**src/rtl/im_loader_pkg.sv**
```systemverilog
// Shared definitions for the instruction-memory loader: state encoding and
// default geometry/timeout. The CHK state exists only when IM_LOADER_CHKSUM_EN
// is defined.
package im_loader_pkg;

  localparam int DEF_ADDR_W  = 8;
  localparam int DEF_TIMEOUT = 1023;

  typedef enum logic [2:0] {
    ST_IDLE,
    ST_LEN,
    ST_HI,
    ST_LO,
    ST_WR,
    ST_DONE,
    ST_ERR
`ifdef IM_LOADER_CHKSUM_EN
    , ST_CHK
`endif
  } state_t;

endpackage

```
**src/rtl/im_loader_if.sv**
```systemverilog
// Handshake and memory-write bundle between a byte source, the loader and
// the instruction memory. master = byte source / observer, slave = loader.
interface im_loader_if import im_loader_pkg::*; #(
  parameter int ADDR_W = DEF_ADDR_W
);
  logic              start;
  logic              in_valid;
  logic [7:0]        in_data;
  logic              in_ready;
  logic              im_we;
  logic [ADDR_W-1:0] im_waddr;
  logic [15:0]       im_wdata;
  logic              core_rst;
  logic              busy;
  logic              done;
  logic              err;

  modport master (
    output start, in_valid, in_data,
    input  in_ready, im_we, im_waddr, im_wdata, core_rst, busy, done, err
  );

  modport slave (
    input  start, in_valid, in_data,
    output in_ready, im_we, im_waddr, im_wdata, core_rst, busy, done, err
  );
endinterface

```
**src/rtl/im_loader_wdog.sv**
```systemverilog
// Idle-timeout watchdog. Down-counter reloaded with TIMEOUT on clear and
// decremented on each enabled cycle; expired flags terminal count (zero).
module im_loader_wdog import im_loader_pkg::*; #(
  parameter int TIMEOUT = DEF_TIMEOUT
) (
  input  logic clk,
  input  logic rst,
  input  logic clear,
  input  logic enable,
  output logic expired
);
  localparam int CNT_W = $clog2(TIMEOUT + 1);

  logic [CNT_W-1:0] cnt;

  // Reload on clear, count idle cycles down, hold at zero.
  always_ff @(posedge clk or negedge rst) begin
    if (!rst)
      cnt <= '0;
    else if (clear)
      cnt <= CNT_W'(TIMEOUT);
    else if (enable && (cnt != '0))
      cnt <= cnt - CNT_W'(1);
  end

  assign expired = (cnt == '0);
endmodule

```
**src/rtl/im_loader.sv**
```systemverilog
// Instruction-memory loader: receives a length byte followed by big-endian
// 16-bit words over a valid/ready byte stream, writes them to sequential
// addresses starting at 0, and holds the core in reset until the load ends.
// Optional feature macro: IM_LOADER_CHKSUM_EN (trailing XOR checksum byte).
//
// state   | meaning
// --------+------------------------------------------------------------
// IDLE    | after reset, waiting for start
// LEN     | waiting for length byte (0 = full 2^ADDR_W words)
// HI      | waiting for upper byte of next word
// LO      | waiting for lower byte of next word
// WR      | one-cycle memory write strobe, address advances
// CHK     | waiting for checksum byte (IM_LOADER_CHKSUM_EN only)
// DONE    | load succeeded, core released, waiting for start
// ERR     | load aborted, core held, waiting for start
module im_loader import im_loader_pkg::*; #(
  parameter int ADDR_W  = DEF_ADDR_W,
  parameter int TIMEOUT = DEF_TIMEOUT
) (
  input  logic         clk,
  input  logic         rst,
  im_loader_if.slave   bus
);
  // Word counter must hold 2^ADDR_W as well as any 8-bit length.
  localparam int CNT_W = ((ADDR_W > 8) ? ADDR_W : 8) + 1;

  state_t            state, state_nx;
  logic [ADDR_W-1:0] addr;
  logic [CNT_W-1:0]  words_left;
  logic [15:0]       wdata;
  logic              wait_st, accept, start_go, last_word, expired;
  logic              in_ready_i, we_i, core_rst_i, busy_i, done_i, err_i;
`ifdef IM_LOADER_CHKSUM_EN
  logic [7:0]        chk;
`endif

`ifdef IM_LOADER_CHKSUM_EN
  assign wait_st = (state == ST_LEN) || (state == ST_HI) ||
                   (state == ST_LO)  || (state == ST_CHK);
`else
  assign wait_st = (state == ST_LEN) || (state == ST_HI) || (state == ST_LO);
`endif
  assign accept    = bus.in_valid && in_ready_i;
  assign start_go  = bus.start &&
                     ((state == ST_IDLE) || (state == ST_DONE) || (state == ST_ERR));
  assign last_word = (words_left == CNT_W'(1));

  im_loader_wdog #(.TIMEOUT(TIMEOUT)) u_wdog (
    .clk     (clk),
    .rst     (rst),
    .clear   (accept || start_go),
    .enable  (wait_st),
    .expired (expired)
  );

  // State register.
  always_ff @(posedge clk or negedge rst) begin
    if (!rst)
      state <= ST_IDLE;
    else
      state <= state_nx;
  end

  // Next-state decode; timeout takes precedence over an arriving byte.
  always_comb begin
    state_nx = state;
    case (state)
      ST_IDLE, ST_DONE, ST_ERR: if (bus.start) state_nx = ST_LEN;
      ST_LEN: begin
        if (expired)     state_nx = ST_ERR;
        else if (accept) state_nx = ST_HI;
      end
      ST_HI: begin
        if (expired)     state_nx = ST_ERR;
        else if (accept) state_nx = ST_LO;
      end
      ST_LO: begin
        if (expired)     state_nx = ST_ERR;
        else if (accept) state_nx = ST_WR;
      end
      ST_WR: begin
        if (!last_word)  state_nx = ST_HI;
`ifdef IM_LOADER_CHKSUM_EN
        else             state_nx = ST_CHK;
`else
        else             state_nx = ST_DONE;
`endif
      end
`ifdef IM_LOADER_CHKSUM_EN
      ST_CHK: begin
        if (expired)     state_nx = ST_ERR;
        else if (accept) state_nx = (bus.in_data == chk) ? ST_DONE : ST_ERR;
      end
`endif
      default:           state_nx = ST_IDLE;
    endcase
  end

  // Moore outputs; in_ready drops on the expiry cycle so no byte is taken.
  always_comb begin
    in_ready_i = 1'b0;
    we_i       = 1'b0;
    core_rst_i = 1'b1;
    busy_i     = 1'b0;
    done_i     = 1'b0;
    err_i      = 1'b0;
    case (state)
      ST_LEN, ST_HI, ST_LO: begin
        in_ready_i = !expired;
        busy_i     = 1'b1;
      end
`ifdef IM_LOADER_CHKSUM_EN
      ST_CHK: begin
        in_ready_i = !expired;
        busy_i     = 1'b1;
      end
`endif
      ST_WR: begin
        we_i   = 1'b1;
        busy_i = 1'b1;
      end
      ST_DONE: begin
        core_rst_i = 1'b0;
        done_i     = 1'b1;
      end
      ST_ERR:  err_i = 1'b1;
      default: ;
    endcase
  end

  // Datapath: word count, write address, word assembly.
  always_ff @(posedge clk or negedge rst) begin
    if (!rst) begin
      addr       <= '0;
      words_left <= '0;
      wdata      <= '0;
    end else begin
      if (start_go) begin
        addr       <= '0;
        words_left <= '0;
      end else if (accept && (state == ST_LEN)) begin
        words_left <= (bus.in_data == 8'd0) ? CNT_W'({1'b1, {ADDR_W{1'b0}}})
                                            : CNT_W'(bus.in_data);
      end else if (accept && (state == ST_HI)) begin
        wdata[15:8] <= bus.in_data;
      end else if (accept && (state == ST_LO)) begin
        wdata[7:0] <= bus.in_data;
      end else if (state == ST_WR) begin
        addr       <= addr + ADDR_W'(1);
        words_left <= words_left - CNT_W'(1);
      end
    end
  end

`ifdef IM_LOADER_CHKSUM_EN
  // Running XOR of the length and all data bytes.
  always_ff @(posedge clk or negedge rst) begin
    if (!rst)
      chk <= '0;
    else if (start_go)
      chk <= '0;
    else if (accept && (state != ST_CHK))
      chk <= chk ^ bus.in_data;
  end
`endif

  assign bus.in_ready = in_ready_i;
  assign bus.im_we    = we_i;
  assign bus.im_waddr = addr;
  assign bus.im_wdata = wdata;
  assign bus.core_rst = core_rst_i;
  assign bus.busy     = busy_i;
  assign bus.done     = done_i;
  assign bus.err      = err_i;
endmodule

```
**src/flat_wrapper.sv**
```systemverilog
// flat-port wrapper written by rule: the top's interface ports become plain ports
module im_loader_flat import im_loader_pkg::*;
#(
  parameter int ADDR_W  = DEF_ADDR_W,
  parameter int TIMEOUT = DEF_TIMEOUT
)
  (clk, rst, bus_start, bus_in_valid, bus_in_data, bus_in_ready, bus_im_we, bus_im_waddr, bus_im_wdata, bus_core_rst, bus_busy, bus_done, bus_err);
  im_loader_if #(.ADDR_W(ADDR_W)) bus_i ();
  input  logic clk;
  input  logic rst;
  input wire logic [$bits(bus_i.start)-1:0] bus_start;
  input wire logic [$bits(bus_i.in_valid)-1:0] bus_in_valid;
  input wire logic [$bits(bus_i.in_data)-1:0] bus_in_data;
  output wire logic [$bits(bus_i.in_ready)-1:0] bus_in_ready;
  output wire logic [$bits(bus_i.im_we)-1:0] bus_im_we;
  output wire logic [$bits(bus_i.im_waddr)-1:0] bus_im_waddr;
  output wire logic [$bits(bus_i.im_wdata)-1:0] bus_im_wdata;
  output wire logic [$bits(bus_i.core_rst)-1:0] bus_core_rst;
  output wire logic [$bits(bus_i.busy)-1:0] bus_busy;
  output wire logic [$bits(bus_i.done)-1:0] bus_done;
  output wire logic [$bits(bus_i.err)-1:0] bus_err;
  assign bus_i.start = bus_start;
  assign bus_i.in_valid = bus_in_valid;
  assign bus_i.in_data = bus_in_data;
  assign bus_in_ready = bus_i.in_ready;
  assign bus_im_we = bus_i.im_we;
  assign bus_im_waddr = bus_i.im_waddr;
  assign bus_im_wdata = bus_i.im_wdata;
  assign bus_core_rst = bus_i.core_rst;
  assign bus_busy = bus_i.busy;
  assign bus_done = bus_i.done;
  assign bus_err = bus_i.err;
  im_loader #(.ADDR_W(ADDR_W), .TIMEOUT(TIMEOUT)) u_core (.clk(clk), .rst(rst), .bus(bus_i));
endmodule
```
**config.mk**
```make
export PLATFORM = sky130hd
export DESIGN_NAME = im_loader_flat
export DESIGN_NICKNAME = d
export VERILOG_FILES = /design/src/rtl/im_loader_pkg.sv /design/src/rtl/im_loader_if.sv /design/src/rtl/im_loader_wdog.sv /design/src/rtl/im_loader.sv /design/src/flat_wrapper.sv
export SDC_FILE = /design/constraint.sdc
export NUM_CORES = 1
export LEC_CHECK = 0
export ABC_AREA = 1
export CELL_PAD_IN_SITES_DETAIL_PLACEMENT = 0
export CELL_PAD_IN_SITES_GLOBAL_PLACEMENT = 1
export CORE_ASPECT_RATIO = 0.9
export CORE_MARGIN = 2
export CORE_UTILIZATION = 35
export DETAILED_ROUTE_END_ITERATION = 16
export MAX_ROUTING_LAYER = met4
export PLACE_DENSITY_LB_ADDON = 0.1
export SLEW_MARGIN = 20
export SYNTH_ARGS = -nofsm -noshare
export SYNTH_HDL_FRONTEND = slang
export SYNTH_HIERARCHICAL = 1
export SYNTH_SLANG_ARGS = --single-unit
```
**constraint.sdc**
```tcl
create_clock -name clk -period 2.3 [get_ports clk]
set_input_delay 0.575 -clock clk [delete_from_list [all_inputs] [get_ports clk]]
set_output_delay 0.575 -clock clk [all_outputs]
set_load 0.02 [all_outputs]
```
==> results.py <==
metrics = {
    "run_status": {
        "status": "finished clean",
    },
    "clock_network": {
        "clk_latency_ns": 0.30,
        "cts_setup_buffers": 0,
        "clk_pin_slew_ns": 0.09,
        "postCtsHoldBufs": 0,
        "cts_buffers": 5,
        "root_buffer": "clkbuf_8",
        "h-tree-depth": 2,
        "clock_sinks": 46,
        "tritoncts": "yes",
        "clock_path_buffers": 2,
    },
    "layout": {
        "multi_input_area_mm2": 0.00136,
        "final_common_cell": "nand2_1",
        "utilization": 0.458,
        "fill_cells": 786,
        "final_nets": 438,
        "fin_area_mm2": 0.00346,
        "antenna_cells": 0,
        "area_growth_pct": 27.5,
        "final_layout_size_suffix_gt1_frac": 0.158,
        "final_cell_mix": "107 x nand2_1, 45 x dfrtp_1, 40 x inv_1, 36 x nor2_1, 35 x clkdlybuf4s50_1",
        "seqCellArea_mm2": 0.00115,
    },
    "worst_hold_path": {
        "hp-class": "in -> async",
    },
    "floorplan": {
        "rows": 30,
        "die_y_um": 87.5,
        "pin_count": 42,
        "fp.dieW_um": 96.8,
        "dieArea_mm2": 0.00847,
        "core_area_mm2": 0.00754,
        "start_util": 0.359,
    },
    "power_and_ir_drop": {
        "pwr-share-comb": 0.559,
        "powerDensity_mw_per_mm2": 1290,
        "switching_power_w": 0.00204,
        "irDropWorstVdd_uv": 481,
        "p_int_w": 0.00241,
        "power_w": 0.00445,
        "p_clk_frac": 0.136,
        "seqPwrFrac": 0.305,
        "p_leak_nw": 1.70,
        "p_sw_frac": 0.459,
    },
    "setup_path": {
        "worstPathMaxFanout": 4,
        "cp_top_family": "buffers and inverters",
        "startpoint_type": "flip-flop",
        "rr_startpoint": "u_core/u_wdog/cnt[0]",
        "cp.required_ns": 1.73,
        "r2r_end": "u_core/u_wdog/cnt[5]",
        "reg2regPathDepth": 15,
        "critPathArrivalTime_ns": 1.61,
        "r2r_slack_ns": 0.22,
        "cp_num_buf_inv": 2,
        "crit_chain": "inv_1 > nand2_1 > nor2_1 > clkdlybuf4s50_1",
        "slowest_stage": "clkdlybuf4s50_1",
        "max_stage_delay_ns": 0.61,
        "end_kind": "output pin",
        "criticalPathCategory": "reg -> out",
    },
    "sta": {
        "setup_viol": 0,
        "max-slew-margin-rel": 0.697,
        "fmax_ghz": 0.458,
        "rsz0062_at_grt": "false",
        "fin_skew_ns": 0.00645,
        "timing.final.crit_share": 0.950,
        "drv_slew": 0,
        "min_period_ns": 2.18,
        "worst_slew_pin_slew_ns": 0.455,
        "totalNegativeSetupSlack_ns": 0,
        "finalHoldViolations": 0,
    },
    "grt": {
        "overflow": 0,
        "grt_max_degree": 31,
        "grt.total_usage": 0.175,
        "antenna_found_initial": 0,
        "grt_pass1_wl_um": 11600,
        "grt_pass1_vias": 2425,
    },
    "routing": {
        "routed_via_density": 4.70,
        "num_vias": 2441,
        "top_layer_used": "met4",
        "routedWlPerCell_um": 12.8,
        "initialDrtViolationCount": 119,
        "wl_um": 6630,
        "detail-route-antenna-nets": 0,
        "met1_length_um": 3320,
        "drc": 0,
        "wl_met3_um": 215,
        "wl_met2_um": 3040,
        "drtPass1Iterations": 4,
    },
    "placed_design": {
        "routabilityCongestion": 0.857,
        "postPlaceCellArea_mm2": 0.00333,
        "place_hpwl_um": 5120,
        "portBuffers": 41,
    },
    "yosys": {
        "seq_area_frac_synth": 0.425,
        "yosysWarnings": 6,
        "synth_top_flop_cell": "dfrtp_1",
        "ys_ff_latch": 46,
        "synth.distinct_cells": 31,
        "synth_area_mm2": 0.00271,
        "syn_nets": 378,
        "synth_cells": 362,
        "avgSynthCellArea_um2": 7.49,
        "postSynth.asyncResetShare": 1.00,
        "synth_edf_count": 0,
    },
    "flow_run": {
        "maxCapViolations": 0,
    },
}
-- Yosys cell counts (2+ instances only) --
library cell,n,area share
buf_6,3,0.012
nor2_2,3,0.0069
ha_1,4,0.018
nand2_4,2,0.0083
nand3_2,2,0.0074
inv_1,44,0.061
o21ai_2,6,0.019
inv_2,4,0.0055
nand2_2,6,0.014
nand4_1,7,0.016
nor2_1,36,0.050
xor2_1,4,0.013
nor3_1,3,0.0055
nor2_4,6,0.025
o21ai_1,4,0.0074
a21oi_1,5,0.0092
nand3_1,29,0.054
o21ai_0,29,0.054
nor3_2,2,0.0074
nand2_1,107,0.15
dfrtp_1,46,0.42
-- state kept, by name, summed over array words and instances (netlist names) --
name / cells
u_core/words_left: 9
u_core/u_wdog/cnt: 10
u_core/bus.im_waddr: 8
u_core/bus.im_wdata: 16
u_core/state: 3
-- kinds of logic (layout without fill, tap and decap cells) --
kind of cell / after synthesis / count (layout) / share of synthesized area
XOR/XNOR: 4 / 4 / 0.0129
buffers and inverters: 52 / 113 / 0.0803
flip-flops: 46 / 46 / 0.425
adder cells (fa/ha/maj): 4 / 4 / 0.0185
AND/OR/NAND/NOR: 209 / 209 / 0.363
AO/OA/AOI/OAI: 47 / 47 / 0.101
-- stage by stage --
stage | std cells | setup WS [ns] | hold WS, ns
after global routing | 519 | 0.00650 | 0.218
after floorplan | 362 | 0.0837 | 0.279
after detailed placement | 511 | -0.0100 | 0.477
after global placement | 511 | 0.00514 | 0.466
final | 519 | 0.116 | 0.209
after CTS | 519 | 0.00983 | 0.213
-- routing by layer --
layer / track usage / vias to the layer above
li1: - / 1274
met1: 0.233 / 1116
met2: 0.276 / 46
met3: 0.0393 / 5
met4: 0.0359 / 0
met5: - / -
-- timing repair --
| item | CTS | global route |
|---|---|---|
| pin swaps | 1 | 1 |
| setup endpoints to repair | 4 | 9 |
| resized for setup | 7 | 10 |
-- area by class of cell --
cell class / instances / area share
Tap cell: 96 / 0.0347
Inverter: 48 / 0.0528
Sequential cell: 46 / 0.333
Multi-Input combinational cell: 264 / 0.392
Clock inverter: 3 / 0.0116
Clock buffer: 5 / 0.0199
Timing Repair Buffer: 57 / 0.156
-- power by group through the flow --
| stage | sequential (W) | combinational (W) | clock, W |
|---|---|---|---|
| floorplan | 0.00150 | 0.00150 | 0 |
| global placement | 0.00137 | 0.00247 | 0 |
| detailed placement | 0.00137 | 0.00249 | 0 |
| CTS | 0.00136 | 0.00249 | 0.000635 |
| global route | 0.00140 | 0.00284 | 0.000673 |
| finish | 0.00136 | 0.00249 | 0.000606 |
-- how the worst max path moves through the flow --
stage,start,endpoint,slack [ns],cells after the start
floorplan,u_core/u_wdog/cnt[0],u_core/u_wdog/cnt[3],0.08,14
global placement,u_core/u_wdog/cnt[0],bus_in_ready,0.005,10
detailed placement,u_core/u_wdog/cnt[0],bus_in_ready,-0.01,10
CTS,u_core/state[1],bus_done,0.01,4
global route,u_core/state[0],bus_err,0.007,4
finish,u_core/state[0],bus_err,0.12,4
(Power assumes the default switching activity.)
